**src/rtl/muldiv_unit_pkg.sv**
```systemverilog
// Shared definitions for the iterative RV32M multiply/divide unit:
// funct3 op codes, FSM state encodings and op-class predicates.
package muldiv_unit_pkg;

    localparam logic [2:0] MD_MUL    = 3'b000;
    localparam logic [2:0] MD_MULH   = 3'b001;
    localparam logic [2:0] MD_MULHSU = 3'b010;
    localparam logic [2:0] MD_MULHU  = 3'b011;
    localparam logic [2:0] MD_DIV    = 3'b100;
    localparam logic [2:0] MD_DIVU   = 3'b101;
    localparam logic [2:0] MD_REM    = 3'b110;
    localparam logic [2:0] MD_REMU   = 3'b111;

    typedef enum logic [1:0] {
        ST_IDLE = 2'd0,
        ST_CALC = 2'd1,
        ST_FIX  = 2'd2,
        ST_DONE = 2'd3
    } state_t;

    function automatic logic is_div(input logic [2:0] op);
        return op[2];
    endfunction

    function automatic logic is_rem(input logic [2:0] op);
        return op[2] & op[1];
    endfunction

    function automatic logic is_signed_a(input logic [2:0] op);
        return (op == MD_MULH) || (op == MD_MULHSU) || (op == MD_DIV) || (op == MD_REM);
    endfunction

    function automatic logic is_signed_b(input logic [2:0] op);
        return (op == MD_MULH) || (op == MD_DIV) || (op == MD_REM);
    endfunction

endpackage

```
**src/rtl/muldiv_negate.sv**
```systemverilog
// Conditional two's-complement: passes the value through or negates it.
module muldiv_negate #(
    parameter int WIDTH = 32
) (
    input  logic [WIDTH-1:0] val_i,
    input  logic             neg_i,
    output logic [WIDTH-1:0] res_o
);

    assign res_o = neg_i ? (~val_i + WIDTH'(1)) : val_i;

endmodule

```
**src/rtl/muldiv_unit.sv**
```systemverilog
// Iterative RV32M multiply/divide unit: one result bit per cycle on a shared
// 2*WIDTH accumulator, with single-cycle paths for the divide corner cases.
module muldiv_unit
    import muldiv_unit_pkg::*;
#(
    parameter int WIDTH = 32
) (
    input  logic             clk,
    input  logic             rst_n,
    input  logic             in_valid,
    output logic             in_ready,
    input  logic [2:0]       op,
    input  logic [WIDTH-1:0] a,
    input  logic [WIDTH-1:0] b,
    input  logic             flush,
    output logic             out_valid,
    input  logic             out_ready,
    output logic [WIDTH-1:0] result
);

    localparam int CW = $clog2(WIDTH);
    localparam logic [CW-1:0]    LAST_ITER = CW'(WIDTH - 1);
    localparam logic [WIDTH-1:0] MOST_NEG  = {1'b1, {(WIDTH-1){1'b0}}};

    state_t               state_q, state_d;
    logic [CW-1:0]        cnt_q, cnt_d;
    logic [2*WIDTH-1:0]   acc_q, acc_d;
    logic [WIDTH-1:0]     opnd_q, opnd_d;
    logic [2:0]           op_q, op_d;
    logic                 neg_q, neg_d;
    logic [WIDTH-1:0]     result_q, result_d;
    logic                 in_ready_q, in_ready_d;
    logic                 out_valid_q, out_valid_d;

    logic                 a_neg, b_neg;
    logic [WIDTH-1:0]     a_mag, b_mag;
    logic [WIDTH:0]       mul_sum;
    logic [WIDTH:0]       div_trial;
    logic [WIDTH-1:0]     div_sub;
    logic                 div_ge;
    logic [2*WIDTH-1:0]   fix_in, fix_out;

    assign a_neg = is_signed_a(op) && a[WIDTH-1];
    assign b_neg = is_signed_b(op) && b[WIDTH-1];

    muldiv_negate #(.WIDTH(WIDTH)) u_neg_a (.val_i(a), .neg_i(a_neg), .res_o(a_mag));
    muldiv_negate #(.WIDTH(WIDTH)) u_neg_b (.val_i(b), .neg_i(b_neg), .res_o(b_mag));

    // Multiply: acc = {partial product, remaining multiplier bits}, shifted right.
    assign mul_sum = {1'b0, acc_q[2*WIDTH-1:WIDTH]} + (acc_q[0] ? {1'b0, opnd_q} : '0);

    // Divide: acc = {partial remainder, remaining dividend / quotient bits}, shifted left.
    assign div_trial = acc_q[2*WIDTH-1:WIDTH-1];
    assign div_ge    = div_trial >= {1'b0, opnd_q};
    assign div_sub   = div_trial[WIDTH-1:0] - opnd_q;

    always_comb begin
        fix_in = acc_q;
        if (is_rem(op_q)) begin
            fix_in = {{WIDTH{1'b0}}, acc_q[2*WIDTH-1:WIDTH]};
        end else if (is_div(op_q)) begin
            fix_in = {{WIDTH{1'b0}}, acc_q[WIDTH-1:0]};
        end
    end

    muldiv_negate #(.WIDTH(2*WIDTH)) u_neg_fix (.val_i(fix_in), .neg_i(neg_q), .res_o(fix_out));

    always_comb begin
        state_d     = state_q;
        cnt_d       = cnt_q;
        acc_d       = acc_q;
        opnd_d      = opnd_q;
        op_d        = op_q;
        neg_d       = neg_q;
        result_d    = result_q;
        in_ready_d  = in_ready_q;
        out_valid_d = out_valid_q;

        unique case (state_q)
            ST_IDLE: begin
                if (in_valid && in_ready_q) begin
                    op_d       = op;
                    cnt_d      = '0;
                    in_ready_d = 1'b0;
                    if (is_div(op) && (b == '0)) begin
                        result_d    = op[1] ? a : '1;
                        out_valid_d = 1'b1;
                        state_d     = ST_DONE;
                    end else if (((op == MD_DIV) || (op == MD_REM)) && (a == MOST_NEG) && (b == '1)) begin
                        result_d    = op[1] ? '0 : a;
                        out_valid_d = 1'b1;
                        state_d     = ST_DONE;
                    end else if (is_div(op)) begin
                        acc_d   = {{WIDTH{1'b0}}, a_mag};
                        opnd_d  = b_mag;
                        neg_d   = op[1] ? a_neg : (a_neg ^ b_neg);
                        state_d = ST_CALC;
                    end else begin
                        acc_d   = {{WIDTH{1'b0}}, b_mag};
                        opnd_d  = a_mag;
                        neg_d   = a_neg ^ b_neg;
                        state_d = ST_CALC;
                    end
                end
            end
            ST_CALC: begin
                if (is_div(op_q)) begin
                    acc_d = {(div_ge ? div_sub : div_trial[WIDTH-1:0]), acc_q[WIDTH-2:0], div_ge};
                end else begin
                    acc_d = {mul_sum, acc_q[WIDTH-1:1]};
                end
                if (cnt_q == LAST_ITER) begin
                    cnt_d   = '0;
                    state_d = ST_FIX;
                end else begin
                    cnt_d = cnt_q + 1'b1;
                end
            end
            ST_FIX: begin
                result_d    = ((op_q == MD_MUL) || is_div(op_q)) ? fix_out[WIDTH-1:0]
                                                                 : fix_out[2*WIDTH-1:WIDTH];
                out_valid_d = 1'b1;
                state_d     = ST_DONE;
            end
            ST_DONE: begin
                if (out_ready) begin
                    out_valid_d = 1'b0;
                    in_ready_d  = 1'b1;
                    state_d     = ST_IDLE;
                end
            end
            default: state_d = ST_IDLE;
        endcase

        // Flush outranks the response handshake and drops any pending result.
        if (flush && (state_q != ST_IDLE)) begin
            state_d     = ST_IDLE;
            cnt_d       = '0;
            out_valid_d = 1'b0;
            in_ready_d  = 1'b1;
        end
    end

    always_ff @(posedge clk) begin
        if (!rst_n) begin
            state_q     <= ST_IDLE;
            cnt_q       <= '0;
            acc_q       <= '0;
            opnd_q      <= '0;
            op_q        <= MD_MUL;
            neg_q       <= 1'b0;
            result_q    <= '0;
            in_ready_q  <= 1'b1;
            out_valid_q <= 1'b0;
        end else begin
            state_q     <= state_d;
            cnt_q       <= cnt_d;
            acc_q       <= acc_d;
            opnd_q      <= opnd_d;
            op_q        <= op_d;
            neg_q       <= neg_d;
            result_q    <= result_d;
            in_ready_q  <= in_ready_d;
            out_valid_q <= out_valid_d;
        end
    end

    assign in_ready  = in_ready_q;
    assign out_valid = out_valid_q;
    assign result    = result_q;

endmodule
```
**config.mk**
```make
export PLATFORM = sky130hd
export DESIGN_NAME = muldiv_unit
export DESIGN_NICKNAME = d
export VERILOG_FILES = /design/src/rtl/muldiv_unit_pkg.sv /design/src/rtl/muldiv_negate.sv /design/src/rtl/muldiv_unit.sv
export SDC_FILE = /design/constraint.sdc
export NUM_CORES = 1
export LEC_CHECK = 0
export ABC_AREA = 1
export ABC_CLOCK_PERIOD_IN_PS = 2300
export CORE_MARGIN = 2
export CORE_UTILIZATION = 40
export CTS_BUF_LIST = sky130_fd_sc_hd__clkbuf_8
export DETAILED_ROUTE_END_ITERATION = 6
export RECOVER_POWER = 25
export SLEW_MARGIN = 20
export SYNTH_ARGS = -nofsm -noshare
export SYNTH_HDL_FRONTEND = slang
export SYNTH_SLANG_ARGS = --single-unit
```
**constraint.sdc**
```tcl
create_clock -name clk -period 2.3 [get_ports clk]
set_input_delay 0.46 -clock clk [delete_from_list [all_inputs] [get_ports clk]]
set_output_delay 0.46 -clock clk [all_outputs]
set_load 0.1 [all_outputs]
```
==> results of run 1 <==
## per-stage QoR
stage | power (mW) | worst slack, ns | instances
after detailed placement | 23.8 | -0.651 | 4517
after global routing | 34.6 | -0.823 | 4678
after floorplan | 14.0 | 0.0142 | 3163
final | 33.2 | -0.765 | 4680
after CTS | 28.7 | -0.221 | 4611
after global placement | 23.6 | -0.656 | 4517
## registers in the layout, summed over array words and instances, names as in the netlist
register	cells
acc_q	64
cnt_q	5
in_ready	1
neg_q	1
op_q	3
opnd_q	32
out_valid	1
result	32
state_q	2
## area by class of cell
class / instances / area share, %
clock buffers: 18 / 0.784
flip-flops and latches: 141 / 9.25
inverters: 342 / 4.25
multi-input cells: 2544 / 54.0
diodes: 4 / 0.0317
repair buffers: 1071 / 29.0
well taps: 546 / 2.16
clock inverters: 14 / 0.475
## tightest hold or removal path, delay by kind of cell
family,cells,cell delay (ns)
buf+inv,2,0.29
compound gates,1,0.16
## repair_timing
| item | in CTS | in global routing |
|---|---|---|
| buffers inserted | 52 | 62 |
| hold buffers | 0 | 0 |
| resized for setup | 586 | 767 |
| cloned | 11 | 10 |
| setup endpoints to repair | 119 | 130 |
| pin swaps | 136 | 347 |
## cell usage after synthesis, drive strengths merged, types with 25 or more instances
library cell and number:
nor2 351, nor3 53, xor2 55, clkbuf 84, nand3b 30, nand4 54
dfxtp 141, o21ai 323, a21oi 332, nand2 864, nand3 288, inv 339
buf 55, ha 74, a31oi 25
## cells by family after synthesis
family,share of synthesized area (%)
simple gates,40.7
flops,16.4
fa+ha+maj,5.61
buf+inv,10.9
xor+xnor,3.66
compound gates,22.7
## power breakdown
group | total (mW) | internal, mW | switching, mW
combinational | 27.3 | 11.2 | 16.1
clock | 2.13 | 0.928 | 1.20
sequential | 3.78 | 3.18 | 0.603
## metal layers
| layer | track usage, % | routed length, µm |
|---|---|---|
| met1 | 55.4 | 40600 |
| met2 | 66.5 | 45600 |
| met3 | 9.17 | 13100 |
| met4 | 24.9 | 8860 |
| met5 | 0 | 226 |
## final timing paths
| check | depth (start not counted) | end | slack (ns) | start |
|---|---|---|---|---|
| hold / removal | 3 | result[7] | 0.46 | rst_n |
| setup reg to reg | 18 | acc_q[61] | -0.77 | acc_q[0] |
| hold reg to reg | 2 | result[15] | 0.48 | result[15] |
| setup / recovery | 18 | acc_q[61] | -0.77 | acc_q[0] |
==> flow_summary_export.csv, run 1 <==
group,metric,value,unit
run_status,run_status,"finished with violations",
run_status,failed_checks,"design-rule violations, negative setup slack",
logic_synthesis,count_of_flip_flops_with_a_built_in_enable_after_synthesis,0,
sta,finalMaxSlewViolations,0,
setup_path,worstPathRequired,2.68,ns
floorplanning,row_count,76,
clocking,cts.htree.levels,4,
sta,finalHoldWorstSlack,0.459,ns
clocking,tritoncts,"yes",
cells_and_area,postLayoutCellArea,31600,µm²
cells_and_area,final_layout_size_suffix_gt1_share,47.5,%
logic_synthesis,post_synth_instance_area,17200,µm²
detailed_routing,wl,108000,µm
setup_path,critPathKind,"register to register",
global_route,grt_util_all_layers,43.1,%
logic_synthesis,synth.top_cell.area_share,18.6,%
cells_and_area,layout_commonest_cell,"sky130_fd_sc_hd__buf_4",
detailed_routing,drc,70,
sta,hold_viol,0,
cells_and_area,layout-area-overhead-vs-synth,83.5,%
sta,grt_setup_unrepaired,"true",
sta,max_slew_margin,47.8,%
detailed_routing,vias,27500,
sta,tightest_slew,0.783,ns
logic_synthesis,synth.largest_area_cell,"sky130_fd_sc_hd__nand2_1",
logic_synthesis,synth_seq_area_share,16.4,%
placed_design,place_congestion,1.07,
setup_path,critical-path-top-cell-by-count,"sky130_fd_sc_hd__buf_12",
sta,final.setup.tns,-21.56,ns
cells_and_area,most-common-layout-cells,"850 x sky130_fd_sc_hd__buf_4, 600 x sky130_fd_sc_hd__nand2_1, 246 x sky130_fd_sc_hd__inv_1, 220 x sky130_fd_sc_hd__o21ai_0, 217 x sky130_fd_sc_hd__nor2_1",
power_and_ir_drop,power-per-cell-area,1050,nW/µm²
logic_synthesis,async_reset_ff_share,0,%
detailed_routing,routedWlPerCell,23.1,µm
clocking,worst_setup_hold_path_clk_slew,0.10,ns
floorplanning,io_pins,106,
setup_path,cp_max_fo,7,
sta,max_freq,0.326,GHz
global_route,grt_first_pass_wirelength,146000,µm
logic_synthesis,yosys_most_used_dff,"sky130_fd_sc_hd__dfxtp_1",
sta,final.setup.worst_slack,-0.765,ns
logic_synthesis,cells_after_synthesis,3163,
logic_synthesis,mappedNetlistNets,3311,
sta,layout_min_cycle_time,3.07,ns
setup_path,critical_path.n_buffers_inverters,5,
detailed_routing,drt_first_iter_violations,3818,
setup_path,worstPathCellList,"buf_12, buf_12, nand2_4, inv_4, ha_4, a21oi_4, buf_4, o21ai_2, a21oi_2, nand2_2, buf_12, nand3_2, nand3_1, nand2_1, nor2_2, nor2_1, nand2_1, a21oi_2",
setup_path,setup.worst_path.start_class,"register",
sta,layout_worst_path_cycle_share,133,%
detailed_routing,firstDrtPassIters,7,
clocking,cts-buffers-inserted,17,
floorplanning,dieWidth,211,µm
global_route,grt_start_max_net_pins,75,
setup_path,crit_family,"compound AO/OA/AOI/OAI gates",
cells_and_area,regArea,2920,µm²
setup_path,timing.critical_path.arrival,3.45,ns
logic_synthesis,synth.avg_cell_area,5.44,µm²
cells_and_area,final_core_util,73.8,%
cells_and_area,num-nets-final,4265,
clocking,clk_root_buffer_cell,"sky130_fd_sc_hd__clkbuf_8",
job,max-cap-violations,0,
setup_path,timing.critical_path.slowest_stage_cell,"sky130_fd_sc_hd__o21ai_2",
detailed_routing,avgViaCountPerCell,5.88,
placed_design,port_buffers,105,
clocking,worst_skew_pair.late_latency,0.50,ns
logic_synthesis,flops_latches_synth,141,
clocking,clock-sinks,141,
floorplanning,placeableCoreArea,42800,µm²
floorplanning,initial_utilization,40.2,%
floorplanning,die_outline_area,44700,µm²
power_and_ir_drop,p_leak,14.9,nW
power_and_ir_drop,irDropWorstVdd,1860,µV
global_route,grt_pass1_vias,25100,
logic_synthesis,largest_cells_by_area_after_synthesis,"sky130_fd_sc_hd__nand2_1 19%, sky130_fd_sc_hd__dfxtp_1 16%, sky130_fd_sc_hd__a21oi_1 9.6%",
setup_path,critical_path.endpoint_type,"register",
logic_synthesis,synthDistinctLibCells,44,
global_route,grt_antenna_before_repair,2,
logic_synthesis,yosysWarnings,0,
placed_design,post_dp_cell_area,24800,µm²
cells_and_area,area_of_combinational_cells_with_multiple_inputs,17100,µm²
setup_path,timing.critical_path.slowest_cell_delay,0.60,ns
placed_design,detailed_place_hpwl,76800,µm
sta,fin_skew,0.0185,ns
clocking,ctsLongestPathBuffers,2,
global_route,grt_overflow_total,0,
detailed_routing,antenna_left,0,
sta,finalSetupViolCount,85,
floorplanning,die_height,211,µm
cells_and_area,fillerInstances,3382,
min_path,hold_class,"input port to register",
Note: power is estimated with default switching activity, not from simulation.
==> inputs of run 2 (changes only) <==
Settings changed: CORE_MARGIN 2 to not set.
==> flow_summary_export.csv, run 2 (synthesis results as in run 1) <==
group,metric,value,unit
min_path,hold_class,"input port to register",
floorplanning,die_outline_area,43900,µm²
min_path,hold_start,"rst_n",
power_and_ir_drop,power-per-cell-area,1050,nW/µm²
sta,final.setup.worst_slack,-0.336,ns
setup_path,setup.worst_path.start_class,"register",
sta,finalMaxSlewViolations,0,
cells_and_area,most-common-layout-cells,"839 x sky130_fd_sc_hd__buf_4, 628 x sky130_fd_sc_hd__nand2_1, 260 x sky130_fd_sc_hd__inv_1, 229 x sky130_fd_sc_hd__a21oi_1, 225 x sky130_fd_sc_hd__nor2_1",
detailed_routing,drc,1,
run_status,failed_checks,"design-rule violations, negative setup slack",
global_route,grt_overflow_total,0,
setup_path,worstPathRequired,2.72,ns
cells_and_area,regArea,2910,µm²
clocking,worst_skew_pair.late_latency,0.49,ns
global_route,grt_antenna_before_repair,1,
global_route,grt_first_pass_wirelength,143000,µm
cells_and_area,registers.top_by_ff_count,"acc_q",
cells_and_area,final_layout_size_suffix_gt1_share,45.2,%
cells_and_area,layout_commonest_cell,"sky130_fd_sc_hd__buf_4",
global_route,grt_util_all_layers,42.3,%
cells_and_area,fillerInstances,3411,
cells_and_area,num-nets-final,4244,
detailed_routing,drt_first_iter_violations,3157,
setup_path,critical_path.endpoint_type,"register",
detailed_routing,routedWlPerCell,21.7,µm
sta,layout_worst_path_cycle_share,115,%
floorplanning,placeableCoreArea,42200,µm²
placed_design,place_congestion,1.09,
sta,tightest_slew,0.802,ns
clocking,ctsLongestPathBuffers,2,
sta,final.setup.tns,-11.00,ns
cells_and_area,largest_register_ffs,64,
setup_path,cp_max_fo,5,
floorplanning,die_height,209,µm
cells_and_area,final_core_util,73.3,%
sta,max_freq,0.379,GHz
floorplanning,io_pins,106,
sta,grt_setup_unrepaired,"true",
placed_design,port_buffers,105,
floorplanning,row_count,75,
clocking,cts-buffers-inserted,17,
sta,fin_skew,0.0230,ns
placed_design,detailed_place_hpwl,75700,µm
floorplanning,dieWidth,209,µm
job,max-cap-violations,0,
clocking,tritoncts,"yes",
sta,hold_viol,0,
setup_path,timing.critical_path.from,"op_q[1]",
clocking,cts.htree.levels,4,
cells_and_area,diodes,0,
global_route,grt_start_max_net_pins,75,
detailed_routing,antenna_left,0,
setup_path,timing.rr.start,"op_q[1]",
cells_and_area,area_of_combinational_cells_with_multiple_inputs,16700,µm²
sta,max_slew_margin,46.6,%
clocking,worst_setup_hold_path_clk_slew,0.09,ns
detailed_routing,vias,26800,
detailed_routing,avgViaCountPerCell,5.76,
sta,finalSetupViolCount,76,
run_status,run_status,"finished with violations",
clocking,clk_root_buffer_cell,"sky130_fd_sc_hd__clkbuf_8",
power_and_ir_drop,p_leak,14.6,nW
cells_and_area,layout-area-overhead-vs-synth,79.8,%
setup_path,critPathKind,"register to register",
power_and_ir_drop,irDropWorstVdd,1130,µV
global_route,grt_pass1_vias,24800,
floorplanning,initial_utilization,40.8,%
clocking,clock-sinks,141,
detailed_routing,firstDrtPassIters,7,
setup_path,timing.critical_path.arrival,3.05,ns
sta,layout_min_cycle_time,2.64,ns
detailed_routing,wl,101000,µm
==> run 2: per-layer routing <==
layer / global-route usage [%] / wire [µm] / up-vias
met3: 7.71 / 10400 / 397
met5: 0 / 13 / -
met2: 65.8 / 43500 / 1581
met1: 55.9 / 40100 / 12500
li1: - / - / 12400
met4: 21.2 / 6980 / 2
==> run 2: layout make-up <==
cell class / count / area share (%)
clock buffers: 18 / 0.800
clock inverters: 14 / 0.598
inverters: 342 / 4.33
multi-input cells: 2543 / 53.9
flip-flops and latches: 141 / 9.41
well taps: 539 / 2.18
repair buffers: 1051 / 28.8
==> run 2: per-stage QoR <==
stage,cell area [µm²],total power [mW],setup WS [ns],hold slack [ns],instances
6_report,31000,32.4,-0.336,0.401,4648
5_1_grt,31000,33.9,-0.441,0.380,4648
4_1_cts,27800,28.1,-0.233,0.377,4578
3_5_place_dp,24800,23.7,-0.646,0.458,4503
3_3_place_gp,24800,23.5,-0.607,0.452,4503
2_1_floorplan,17200,14.0,0.0142,0.445,3163
==> run 2: final timing paths <==
kind                                   end  cells after the start  slack (ns)
worst min register to register  result[15]                      2        0.47
worst max-delay path            result[24]                     18       -0.34
worst max register to register  result[24]                     18       -0.34
worst min-delay path             acc_q[16]                      3        0.40
==> run 2: timing repair <==
action	in CTS	in global routing
gates resized for setup	533	701
pin swaps	120	291
gates cloned	3	10
hold buffers	0	0
setup buffers	40	61
endpoints found under the hold margin	0	0
endpoints found under the setup margin	85	126
==> run 2: worst max-delay path, cell delays in order, from the launching register on <==
cell and delay, ns:
sky130_fd_sc_hd__dfxtp_4 0.38, sky130_fd_sc_hd__buf_6 0.12, sky130_fd_sc_hd__nand2_8 0.08, sky130_fd_sc_hd__o21ai_4 0.21, sky130_fd_sc_hd__ha_4 0.18, sky130_fd_sc_hd__nand3_4 0.08, sky130_fd_sc_hd__nor2_4 0.12, sky130_fd_sc_hd__nand3_2 0.09
sky130_fd_sc_hd__buf_6 0.14, sky130_fd_sc_hd__nor2_4 0.13, sky130_fd_sc_hd__nand2_2 0.10, sky130_fd_sc_hd__nand2_4 0.09, sky130_fd_sc_hd__buf_6 0.09, sky130_fd_sc_hd__nand4_1 0.19, sky130_fd_sc_hd__nor2_1 0.18, sky130_fd_sc_hd__nor2_1 0.06
sky130_fd_sc_hd__nand2_1 0.09, sky130_fd_sc_hd__nand2_2 0.08, sky130_fd_sc_hd__a21oi_2 0.16
==> run 2: power breakdown <==
group	switching, mW	internal (mW)
combinational	15.5	10.9
sequential	0.627	3.19
clock	1.13	1.13
total	17.2	15.2
